[src/rtl/l2_line_adaptor.sv]
// Adapts one L2 line transfer to a sequence of memory bursts: fills gather
// read beats into a line buffer, writebacks stream the buffered line out beat by beat.
module l2_line_adaptor #(
   parameter int s_offset = 5,
   parameter int s_burst  = 64,
   parameter int s_addr   = 32,
   localparam int s_line  = 8 * (2 ** s_offset)
) (
   input  logic              clk,
   input  logic              rst,
   input  logic [s_line-1:0]  line_i,
   output logic [s_line-1:0]  line_o,
   input  logic [s_addr-1:0]  address_i,
   input  logic              read_i,
   input  logic              write_i,
   output logic              resp_o,
   input  logic [s_burst-1:0] burst_i,
   output logic [s_burst-1:0] burst_o,
   output logic [s_addr-1:0]  address_o,
   output logic              read_o,
   output logic              write_o,
   input  logic              resp_i
);

   localparam int beats = s_line / s_burst;
   localparam int cnt_w = $clog2(beats);

   typedef enum logic [1:0] {IDLE, RD, WR, DONE} state_t;
   typedef logic [cnt_w-1:0] cnt_t;

   state_t              state, state_next;
   cnt_t                cnt;
   logic [s_line-1:0]   buffer;
   logic [s_addr-1:0]   addr;
   logic                last_beat;

   assign last_beat = resp_i && (cnt == cnt_t'(beats - 1));

   // NOTE: registers use non-blocking assignments so every flop samples
   // pre-edge values regardless of statement order.
   always_ff @(posedge clk) begin
      if (rst) begin
         state  <= IDLE;
         cnt    <= '0;
         // NOTE: the line buffer is cleared on reset because line_o is
         // observable from it directly; a flop-based buffer makes this cheap.
         buffer <= '0;
         addr   <= '0;
      end else begin
         state <= state_next;
         unique case (state)
            IDLE: begin
               if (write_i || read_i) begin
                  addr <= {address_i[s_addr-1:s_offset], {s_offset{1'b0}}};
                  cnt  <= '0;
               end
               if (write_i) buffer <= line_i;
            end
            RD: begin
               if (resp_i) begin
                  buffer[s_burst*int'(cnt) +: s_burst] <= burst_i;
                  cnt <= cnt + cnt_t'(1);
               end
            end
            WR: begin
               if (resp_i) cnt <= cnt + cnt_t'(1);
            end
            DONE: ;
         endcase
      end
   end

   // NOTE: every output of this block gets a default first, so no path can
   // leave a value unassigned and infer a latch.
   always_comb begin
      state_next = state;
      read_o     = 1'b0;
      write_o    = 1'b0;
      resp_o     = 1'b0;
      burst_o    = '0;
      unique case (state)
         IDLE: begin
            // Writeback wins when both requests arrive together.
            if (write_i)     state_next = WR;
            else if (read_i) state_next = RD;
         end
         RD: begin
            read_o = 1'b1;
            if (last_beat) state_next = DONE;
         end
         WR: begin
            write_o = 1'b1;
            burst_o = buffer[s_burst*int'(cnt) +: s_burst];
            if (last_beat) state_next = DONE;
         end
         DONE: begin
            resp_o     = 1'b1;
            state_next = IDLE;
         end
      endcase
   end

   assign line_o    = buffer;
   assign address_o = addr;

endmodule

[config.mk]
export PLATFORM = sky130hd
export DESIGN_NAME = l2_line_adaptor
export DESIGN_NICKNAME = d
export VERILOG_FILES = /design/src/rtl/l2_line_adaptor.sv
export SDC_FILE = /design/constraint.sdc
export NUM_CORES = 1
export LEC_CHECK = 0
export CORE_AREA = 4 4 279 281
export DETAILED_ROUTE_END_ITERATION = 7
export DIE_AREA = 0 0 283 285
export SYNTH_ARGS = -nofsm -noshare
export SYNTH_HDL_FRONTEND = slang
export SYNTH_SLANG_ARGS = --single-unit
[constraint.sdc]
create_clock -name clk -period 2.3 [get_ports clk]
set_input_delay 0.345 -clock clk [delete_from_list [all_inputs] [get_ports clk]]
set_output_delay 0.345 -clock clk [all_outputs]
set_load 0.01 [all_outputs]
# Yosys cells after proc, flatten, opt, wreduce, memory -nomap -nowiden
# Index checks and enable logic that the tools add are counted.
[word_totals]
wordCells = 44
output_inout_bits = 355
regBits = 287
input_bits = 357
[classes]
n_addsub = 2
mux = 15
n_reduce_logical = 10
n_eq_ne = 10
n_shift = 3
[ops]
columns = ["cell", "n"]
rows = [
  ["2-to-1 mux 256 bit", 2],
  ["one-hot mux 256 bit (2 select lines)", 1],
  ["bitwise mux 256 bit", 1],
  ["variable shift 64 x 33 -> 256 bit, first input constant", 1],
  ["indexed part select 256 x 9 -> 64 bit", 1],
  ["indexed part select 64 x 33 -> 256 bit", 1],
  ["2-to-1 mux 64 bit", 1],
  ["negation 8 -> 33 bit", 1],
  ["2-to-1 mux 2 bit", 5],
  ["== test 2 bit, second input constant", 3],
  ["!= test 2 bit, second input constant", 3],
  ["one-hot mux 2 bit (3 select lines)", 1],
  ["AND reduction 3 bit", 2],
  ["!= test 2 x 1 -> 1 bit, second input constant", 2],
  ["one-hot mux 2 bit (2 select lines)", 1],
  ["AND reduction 2 bit", 2],
  ["nonzero test 2 bit", 2],
  ["2-to-1 mux 1 bit", 3],
  ["!= test 3 bit, second input constant", 1],
  ["adder 2 x 1 -> 2 bit, second input constant", 1],
  ["== test 2 x 1 -> 1 bit, second input constant", 1],
  ["zero test 2 bit", 1],
  ["OR reduction 2 bit", 1],
  ["logical AND 1 bit", 1],
  ["logical OR 1 bit", 1],
]

# Longest topological paths before layout
[depth]
ltp_word = 5
depth_mapped = 9
mapped_depth_nobuf = 5

# Worst setup path before layout
# Ideal clock, no wire load.
[synth_path]
path_kind = "register to register"
start = "reg cnt[1]"
end = "reg buffer[216], in the netlist line_o[216]"
setup_time_ps = 89
n_path_buf = 4
t_required_ps = 2211
path_stages_with_launch = 10
t_arrival_ps = 2140
path_slack_ps = 72
period_less_slack_ps = 2228
path_cell_list = "dfxtp_1 buf_2 buf_2 inv_1 ha_1 nor2b_1 clkbuf_2 clkbuf_1 nand3_1 a311oi_2"
[synth_between]
elab_chain_cells = 5
word_cells_on_any_way = 6
cone_classes = "1 x add/sub; 2 x shift; 3 x mux"
[synth_rtl]
columns = ["element", "line", "source"]
rows = [
  ["from (decl)", "32", "cnt_t cnt;"],
  ["from (signal assigned)", "62", "cnt <= cnt + cnt_t'(1);"],
  ["from (signal assigned)", "66", "if (resp_i) cnt <= cnt + cnt_t'(1);"],
  ["negation 8 -> 33 bit (*)", "61", "buffer[s_burst*int'(cnt) +: s_burst] <= burst_i;"],
  ["indexed part select 64 x 33 -> 256 bit / variable shift 64 x 33 -> 256 bit (equally long branches)", "61", ""],
  ["bitwise mux 256 bit (*)", "61", ""],
  ["2-to-1 mux 256 bit (*)", "60", "if (resp_i) begin"],
  ["one-hot mux 256 bit (2 select lines) (*)", "51", "unique case (state)"],
  ["to (signal assigned)", "57", "if (write_i) buffer <= line_i;"],
  ["to (signal, indexed assignment)", "61", ""],
  ["to (decl)", "33", "logic [s_line-1:0] buffer;"],
]
# Mark *: on every way between the ends. The rest lies on a longest branch, timed or not. The select of a mux whose other input is x is not followed.
# A chain may end at the register's enable or synchronous reset.

# Worst setup path after layout
[layout_path]
start = "reg cnt[0]"
end = "out burst_o[31]"
[layout_between]
elab_chain_cells = 2
[layout_rtl]
columns = ["element", "line", "source"]
rows = [
  ["indexed part select 256 x 9 -> 64 bit", "93", "burst_o = buffer[s_burst*int'(cnt) +: s_burst];"],
  ["2-to-1 mux 64 bit", "81", "unique case (state)"],
  ["to (decl)", "18", "output logic [s_burst-1:0] burst_o,"],
]
# No other way between the ends.

==> impl_metrics.toml <==
[power]
power_mw = 38.57
p_per_area_mw_per_mm2 = 1235
ir_drop_v = 0.001434
leakagePower_nw = 10.01

[final_layout]
final_cell_mix = "clkdlybuf4s50_1, a21oi_1, dfxtp_1, nand2b_1, a311oi_2"
layout_commonest_cell = "clkdlybuf4s50_1"
drive_gt1_frac = 0.3554
layout.nets = 2894
instances_no_fill = 3543
area_delta_synth_final_pct = 77.91
nFillCells = 7053
fin_area_sq_mm = 0.03122
final_core_util = 0.4139

[global_route]
grt_usage = 0.2253
grt_pass1_vias = 19880
grt-ovfl-total = 0
grt_antenna_before_repair = 15
grt_max_degree = 93
grt_pass1_wl_mm = 138.7

[sta]
hold_violations = 0
worstMarginPinSlew_ns = 0.8394
slew_violations = 0
post-route-period-util = 1.078
relSlewSlack = 0.4404
rsz0062_at_grt = "true"
max_freq_mhz = 403.2
setup_viol = 300
fin_tns_setup_ns = -24.18
fin_crit_ns = 2.480
fin_worst_skew_ns = 0.01506
setup_slack_ns = -0.1800

[clocking]
cts_root_buf = "clkbuf_16"
clock_sinks = 287
clk_pin_slew_ns = 0.06
cts_buffers = 37
clock_path_buffers = 3
clk-insertion-delay-late_ns = 0.55
cts_tree = "done"
holdBufCountCts = 0
htree_levels = 2

[detailed_routing]
drtAntennaViolNets = 0
drc = 0
wirelength_mm = 104.1
vias = 19570
vias_per_cell = 5.523
avgRoutedWirePerCell_um = 29.38
dr.pass1.iters = 6
drtIter0Drc = 1571

[die]
ios = 712
die_w_um = 283
dieArea_sq_mm = 0.08066
initial_core_util = 0.2326
core-area_sq_mm = 0.07544
die_h_um = 285
rows = 101

[placement]
place_area_sq_mm = 0.02634
dp.final_hpwl_mm = 66.63
io_buffers = 701
gp_congestion = 0.8921
dp.cells = 3388

[logic_synthesis]
synth_flop_cell = "dfxtp_1"
async_flop_share = 0
yosys_register_bits = 287
netlist-cell-type-count = 34
netlist_instances = 1806
ys.warnings.count = 0
synth_edf_count = 0
syn_area_sq_mm = 0.01755
syn_avg_cell_area_sq_um = 9.718
yosysSeqAreaShare = 0.3274

[critical_path]
r2r-start = "cnt[0]"
critPathArrivalTime_ns = 2.13
timing.rr.end = "line_o[98]"
crit_required_ns = 1.96
r2r_cells = 11
crit_start = "cnt[0]"
path_class = "reg2out"
r2r_setup_slack_ns = -0.16
start_kind = "flop"
endpoint = "burst_o[31]"
crit_path_end_kind = "output port"
cp_max_fo = 6

[flow_run]
drv_cap = 0

[status]
violations = "negative setup slack"
status = "finished, violations left"

[hold_path]
min_path_type = "in2reg"
[how the worst min path moves through the flow]
| stage | start | end | slack, ns | cells past startpoint |
|---|---|---|---|---|
| global placement | address_o[13] | address_o[13] | 0.44 | 2 |
| finish | rst | line_o[102] | 0.35 | 2 |
| global route | address_i[15] | address_o[15] | 0.34 | 3 |
| CTS | address_i[26] | address_o[26] | 0.32 | 3 |
| detailed placement | address_o[16] | address_o[16] | 0.45 | 2 |
| floorplan | address_o[10] | address_o[10] | 0.48 | 2 |
[worst max-delay path, stage by stage, from the launching register on]
cell	delay (ns)
dfxtp_4	0.37
buf_12	0.16
buf_16	0.14
buf_6	0.10
mux4_2	0.51
and2_4	0.16
buf_6	0.12
[Yosys cell counts (3+ instances only)]
cell type | number | area, sq um
a21oi_1 | 288 | 1441
dfxtp_1 | 287 | 5746
nand2b_1 | 257 | 1608
nand3_1 | 257 | 1286
a311oi_2 | 240 | 3603
clkbuf_1 | 89 | 334.1
buf_2 | 88 | 440.4
and2_1 | 69 | 431.7
mux4_2 | 64 | 1441
nand2_1 | 55 | 206.5
buf_6 | 32 | 360.4
a311oi_1 | 17 | 148.9
buf_4 | 14 | 105.1
ha_1 | 10 | 125.1
buf_1 | 8 | 30.03
a21bo_2 | 4 | 40.04
inv_1 | 4 | 15.01
nor2b_1 | 3 | 18.77
[layout make-up]
class	instances	area (sq um)	area share
Antenna cell	13	32.53	0.001042
Multi-Input combinational cell	1286	12790	0.4097
Clock inverter	10	161.4	0.005169
Clock buffer	54	1072	0.03434
Inverter	4	18.77	0.0006011
Tap cell	978	1224	0.03919
Timing Repair Buffer	911	10170	0.3257
Sequential cell	287	5753	0.1843
[power breakdown]
part	leakage, nW	internal [mW]	switching (mW)
sequential	2.38	7.08	2.26
clock	0.600	3.69	2.41
combinational	7.03	11.5	11.7
total	10.0	22.2	16.3
[routing by layer]
metal	GRT usage	vias up	wire length, um
met5	0	-	21
met1	0.2779	9793	40910
met4	0.09032	4	4681
li1	-	8322	-
met3	0.05667	254	8754
met2	0.3769	1194	49750
[stage by stage]
step	hold WS (ns)	worst slack, ns
after CTS	0.3194	-0.2066
after floorplan	0.4805	0.07164
after global routing	0.3449	-0.2535
after detailed placement	0.4487	-0.1563
final	0.3484	-0.1800
after global placement	0.4417	-0.1198
[sequential cells by signal (all words and copies together), names as in the netlist]
| name | count |
|---|---|
| cnt | 2 |
| state | 2 |
| line_o | 256 |
| address_o | 27 |
[repair_timing]
item | 4_1_cts | 5_1_grt
gates cloned | 13 | 24
setup endpoints to repair | 256 | 301
buffers inserted | 28 | 21
pin swaps | 73 | 184
resized for setup | 358 | 405
[cells by family after synthesis]
kind of cell / synth area share
and+or+nand+nor: 0.2076
DFF: 0.3274
adders and majority gates: 0.007129
muxes: 0.08355
AOI/OAI and AO/OA: 0.3003
other: 0.0002137
buffers and inverters: 0.07379
(Power assumes the default switching activity.)
